### src/rtl/mem_access_unit.sv
// rtl/mem_access_unit.sv - RV32I load/store bus port with wait states, lane steering and timeout.
// Build option: MISALIGN_TRAP_EN turns misaligned half/word accesses into err responses.
module mem_access_unit #(
    parameter int unsigned TIMEOUT = 16
) (
    input  logic        clk,
    input  logic        rst,
    input  logic        mem_req,
    input  logic        mem_we,
    input  logic [2:0]  funct3,
    input  logic [31:0] addr,
    input  logic [31:0] wdata,
    output logic [31:0] rdata,
    output logic        done,
    output logic        busy,
    output logic        err,
    output logic        bus_req,
    output logic        bus_we,
    output logic [31:0] bus_addr,
    output logic [3:0]  bus_wstrb,
    output logic [31:0] bus_wdata,
    input  logic [31:0] bus_rdata,
    input  logic        bus_ack
);

    typedef enum logic [1:0] {S_IDLE, S_BUS, S_FAULT, S_RESP} state_t;

    localparam logic [31:0] TMAX = 32'(TIMEOUT - 1);

    state_t      state_q;
    logic [31:0] timer_q;
    logic [2:0]  funct3_q;
    logic [1:0]  off_q;

    logic        fault_d;
    logic [1:0]  off_d;
    logic [3:0]  strb_d;
    logic [31:0] wdat_d;
    logic [31:0] load_d;
    logic [7:0]  byte_sel;
    logic [15:0] half_sel;

    // Request decode: legality, effective lane offset, strobes and replicated store data.
    always_comb begin
        fault_d = 1'b0;
        off_d   = addr[1:0];
        strb_d  = 4'b0000;
        wdat_d  = wdata;
        case (funct3)
            3'b000: begin
                strb_d = 4'b0001 << addr[1:0];
                wdat_d = {4{wdata[7:0]}};
            end
            3'b001, 3'b101: begin
                off_d   = {addr[1], 1'b0};
                strb_d  = addr[1] ? 4'b1100 : 4'b0011;
                wdat_d  = {2{wdata[15:0]}};
                fault_d = funct3[2] & mem_we;
            end
            3'b100: fault_d = mem_we;
            3'b010: begin
                off_d  = 2'b00;
                strb_d = 4'b1111;
            end
            default: fault_d = 1'b1;
        endcase
`ifdef MISALIGN_TRAP_EN
        if ((funct3[1:0] == 2'b01 && addr[0]) || (funct3[1:0] == 2'b10 && addr[1:0] != 2'b00))
            fault_d = 1'b1;
`endif
    end

    // Load extraction from the raw bus word using the captured size and offset.
    always_comb begin
        byte_sel = bus_rdata[{off_q, 3'b000} +: 8];
        half_sel = off_q[1] ? bus_rdata[31:16] : bus_rdata[15:0];
        case (funct3_q[1:0])
            2'b00:   load_d = {{24{byte_sel[7] & ~funct3_q[2]}}, byte_sel};
            2'b01:   load_d = {{16{half_sel[15] & ~funct3_q[2]}}, half_sel};
            default: load_d = bus_rdata;
        endcase
    end

    always_ff @(posedge clk or negedge rst) begin
        if (!rst) begin
            state_q   <= S_IDLE;
            timer_q   <= '0;
            funct3_q  <= '0;
            off_q     <= '0;
            rdata     <= '0;
            done      <= 1'b0;
            busy      <= 1'b0;
            err       <= 1'b0;
            bus_req   <= 1'b0;
            bus_we    <= 1'b0;
            bus_addr  <= '0;
            bus_wstrb <= '0;
            bus_wdata <= '0;
        end else begin
            done <= 1'b0;
            case (state_q)
                S_IDLE: begin
                    if (mem_req) begin
                        busy     <= 1'b1;
                        funct3_q <= funct3;
                        off_q    <= off_d;
                        timer_q  <= '0;
                        if (fault_d) begin
                            state_q <= S_FAULT;
                        end else begin
                            state_q   <= S_BUS;
                            bus_req   <= 1'b1;
                            bus_we    <= mem_we;
                            bus_addr  <= {addr[31:2], 2'b00};
                            bus_wstrb <= mem_we ? strb_d : 4'b0000;
                            bus_wdata <= mem_we ? wdat_d : 32'h0;
                        end
                    end
                end
                S_BUS: begin
                    // An ack in the final timeout cycle still completes normally.
                    if (bus_ack || (TIMEOUT != 0 && timer_q == TMAX)) begin
                        state_q   <= S_RESP;
                        done      <= 1'b1;
                        err       <= ~bus_ack;
                        rdata     <= (bus_ack && !bus_we) ? load_d : 32'h0;
                        bus_req   <= 1'b0;
                        bus_we    <= 1'b0;
                        bus_addr  <= '0;
                        bus_wstrb <= '0;
                        bus_wdata <= '0;
                    end else begin
                        timer_q <= timer_q + 32'd1;
                    end
                end
                S_FAULT: begin
                    state_q <= S_RESP;
                    done    <= 1'b1;
                    err     <= 1'b1;
                    rdata   <= '0;
                end
                default: begin
                    state_q <= S_IDLE;
                    busy    <= 1'b0;
                    err     <= 1'b0;
                    rdata   <= '0;
                end
            endcase
        end
    end

endmodule

### config.mk
export PLATFORM = sky130hd
export DESIGN_NAME = mem_access_unit
export DESIGN_NICKNAME = d
export VERILOG_FILES = /design/src/rtl/mem_access_unit.sv
export SDC_FILE = /design/constraint.sdc
export NUM_CORES = 1
export LEC_CHECK = 0
export BUFFER_PORTS_ARGS = -buffer_cell sky130_fd_sc_hd__buf_2
export CAP_MARGIN = 40
export CELL_PAD_IN_SITES_DETAIL_PLACEMENT = 1
export CELL_PAD_IN_SITES_GLOBAL_PLACEMENT = 2
export CORE_MARGIN = 8
export CORE_UTILIZATION = 34
export CTS_BUF_LIST = sky130_fd_sc_hd__clkbuf_16
export CTS_CLUSTER_DIAMETER = 80
export DETAILED_ROUTE_END_ITERATION = 16
export PLACE_DENSITY_LB_ADDON = 0.12
export SYNTH_ARGS = -nofsm -noshare
export SYNTH_HDL_FRONTEND = slang
export SYNTH_SLANG_ARGS = --single-unit
### constraint.sdc
create_clock -name clk -period 5.85 [get_ports clk]
set_clock_uncertainty 0.05 [all_clocks]
set_input_delay 0.8775 -clock clk [delete_from_list [all_inputs] [get_ports clk]]
set_output_delay 0.8775 -clock clk [all_outputs]
set_load 0.02 [all_outputs]
==> results.yml <==
job:
  drv_cap: 0
floorplanning:
  die_x_microns: 159
  start_util_pct: 34.5
  die_area_sq_um: 25300
  io_pins: 209
  core_area_sq_um: 20200
  rows: 52
  die_h_microns: 159
global_route:
  grt_max_degree: 85
  grt.total_usage_pct: 18.8
  antenna_found_initial: 3
  grt_pass1_wl_microns: 38400
  overflow: 0
  grt_pass1_vias: 6627
power:
  p_leak_nw: 4.48
  peakVddDrop_v: 0.000224
  powerDensity_nw_per_um2: 496
synthesis:
  syn_inst: 665
  mappedNetlistArea_sq_um: 6950
  ys_seq_elements: 142
  yosysSeqAreaShare_pct: 51.1
  synth_ff_type: "dfrtp_1"
  yosys_warnings: 0
  synth_cell_types: 57
  async_flop_share_pct: 100
  synth-edff-count: 0
  synth_area_per_cell_sq_um: 10.5
timing:
  max_freq_ghz: 0.340
  rsz0062_at_grt: "no"
  slew-limit-headroom_pct: 36.3
  worst_pin_slew_ns: 0.954
  setup_viol: 0
  hold_viol_final: 0
  slew_violations: 0
  timing.final.crit_share_pct: 50.3
  period_needed_ns: 2.94
  tns_ns: 0
critical_path:
  cp_num_buf_inv: 2
  worstPathArrival_ns: 3.20
  cp_slowest_cell: "or4_4"
  cp_max_fo: 36
  critPathKind: "flop to flop"
  path_cells: "or4_4, nor4_4, a21oi_1, a22o_2, buf_12, buf_4, a22o_1"
  crit_path_end_kind: "flop"
  critPathMaxStageDelay_ns: 0.58
  cp_top_family: "compound AO/OA/AOI/OAI gates"
  crit_required_ns: 6.11
  cp-start-kind: "flop"
layout:
  seq_area_sq_um: 3550
  nets: 962
  drive_above_1_share_pct: 31.3
  syn_to_final_growth_pct: 28.1
  multiInputGateArea_sq_um: 3090
  fillers: 2321
  finish.utilization_pct: 44.2
routing:
  ant_nets: 0
  vias_per_cell: 5.35
  vias: 6090
  first_pass_iters: 4
  wire_per_inst_microns: 20.6
  wl_met1_microns: 10500
  wl_met2_microns: 11400
  routed_wl_microns: 23400
  drc: 0
  dr.max_layer_used: "met5"
  dr_wl_met3_microns: 1210
  drt_iter0_drc: 264
clocking:
  cts_inserted_buffers: 17
  root_buffer: "clkbuf_16"
  post-cts-setup-buffers: 0
  cts_sinks: 142
  cts_resized: 0
  htreeDepth: 4
  cts.reportedPaths.clkPinSlew_ns: 0.07
  clockBufferDepth: 2
  clk_latency_ns: 0.42
  cts_tree: "built"
  cts_hold_buf: 0
placement:
  port_buffers: 206
  dp_hpwl_microns: 17200
  place.gp.congestion: 0.808
min_path:
  holdCritPathClass: "flop to flop"
run_status:
  status: "complete, no violations"
## logic make-up (layout without fill, tap and decap cells)
logic type | count (synthesis) | in the layout | synth area share (%)
compound gates | 214 | 214 | 21.6
simple gates | 169 | 169 | 13.0
flops | 142 | 142 | 51.1
buf+inv | 75 | 275 | 4.59
mux | 50 | 50 | 7.60
xor+xnor | 9 | 9 | 1.13
fa+ha+maj | 5 | 5 | 0.900
other cells | 1 | 4 | 0.0540
## synthesized netlist by cell type (8+ instances only)
cell / n / share of area [%]
o2bb2ai_1: 40 / 5.0
a21o_1: 8 / 0.86
inv_1: 24 / 1.3
nand2_1: 38 / 2.1
nor2_1: 30 / 1.6
mux2i_1: 37 / 5.3
mux2_2: 10 / 1.6
nand4_1: 10 / 0.90
o21ai_0: 40 / 2.9
a22o_1: 41 / 5.2
nand2b_1: 20 / 1.8
dfrtp_1: 142 / 51
a21oi_1: 47 / 3.4
nor3_1: 8 / 0.58
o22ai_1: 9 / 0.81
clkbuf_1: 37 / 2.0
nand3_1: 21 / 1.5
## power by group
group,switching [mW],internal (mW),leakage [nW]
combinational,1.10,0.662,2.24
clock,0.475,0.688,0.307
sequential,0.225,1.26,1.93
total,1.80,2.61,4.48
## layer usage
layer / up-vias / GRT usage [%]
met5: - / 0
met4: 2 / 4.97
met3: 20 / 5.04
met2: 169 / 31.0
met1: 3057 / 24.0
li1: 2842 / -
## placed cells by master, fill, tap and decap left out, drive strengths merged, types with 8 or more instances in the layout
cell type / synthesis / final
nand2b: 20 / 20
buf: 14 / 219
a22o: 41 / 41
nor2: 30 / 30
nand2: 38 / 38
o22ai: 9 / 9
nor3: 8 / 8
o21ai: 41 / 41
nand4: 11 / 11
inv: 24 / 32
clkbuf: 37 / 17
a21oi: 47 / 47
o2bb2ai: 40 / 40
a21o: 8 / 8
mux2: 12 / 12
nand3: 21 / 21
mux2i: 37 / 37
dfrtp: 142 / 142
or4: 8 / 8
## registers in the layout (all words and copies together) (netlist names)
register   cells
bus_req        1
done           1
bus_we         1
bus_wstrb      4
bus_wdata     32
busy           1
err            1
off_q          2
bus_addr      30
state_q        2
timer_q       32
rdata         32
funct3_q       3
## per-stage QoR
stage | area, sq um | cells | total power, mW | hold WS, ns | worst slack, ns
4_1_cts | 8900 | 1136 | 4.48 | 0.429 | 2.90
3_3_place_gp | 8140 | 1095 | 3.16 | 0.408 | 2.15
2_1_floorplan | 6950 | 666 | 2.61 | 0.423 | 3.26
3_5_place_dp | 8270 | 1104 | 3.29 | 0.410 | 2.86
6_report | 8900 | 1138 | 4.41 | 0.430 | 2.91
5_1_grt | 8900 | 1138 | 4.70 | 0.453 | 2.75
## path summary, 6_finish.rpt
path	start	slack, ns	endpoint	depth (start not counted)
setup / recovery	timer_q[20]$_DFFE_PN0P_	2.91	bus_addr[26]$_DFFE_PN0P_	7
hold / removal	bus_wstrb[2]$_DFFE_PN0P_	0.43	bus_wstrb[2]$_DFFE_PN0P_	1
setup reg to reg	timer_q[20]$_DFFE_PN0P_	2.91	bus_addr[26]$_DFFE_PN0P_	7
hold reg to reg	bus_wstrb[2]$_DFFE_PN0P_	0.43	bus_wstrb[2]$_DFFE_PN0P_	1
max in group asynchronous	rst	3.96	bus_wdata[7]$_DFFE_PN0P_	2
min in group asynchronous	rst	0.44	rdata[11]$_DFFE_PN0P_	1
## layout make-up
| type | count | area share, % |
|---|---|---|
| multi-input cells | 449 | 34.7 |
| flip-flops and latches | 142 | 39.9 |
| diodes | 2 | 0.0562 |
| clock buffers | 17 | 4.78 |
| well taps | 270 | 3.79 |
| inverters | 24 | 1.01 |
| clock inverters | 15 | 2.25 |
| repair buffers | 219 | 13.5 |
(Power assumes the default switching activity.)
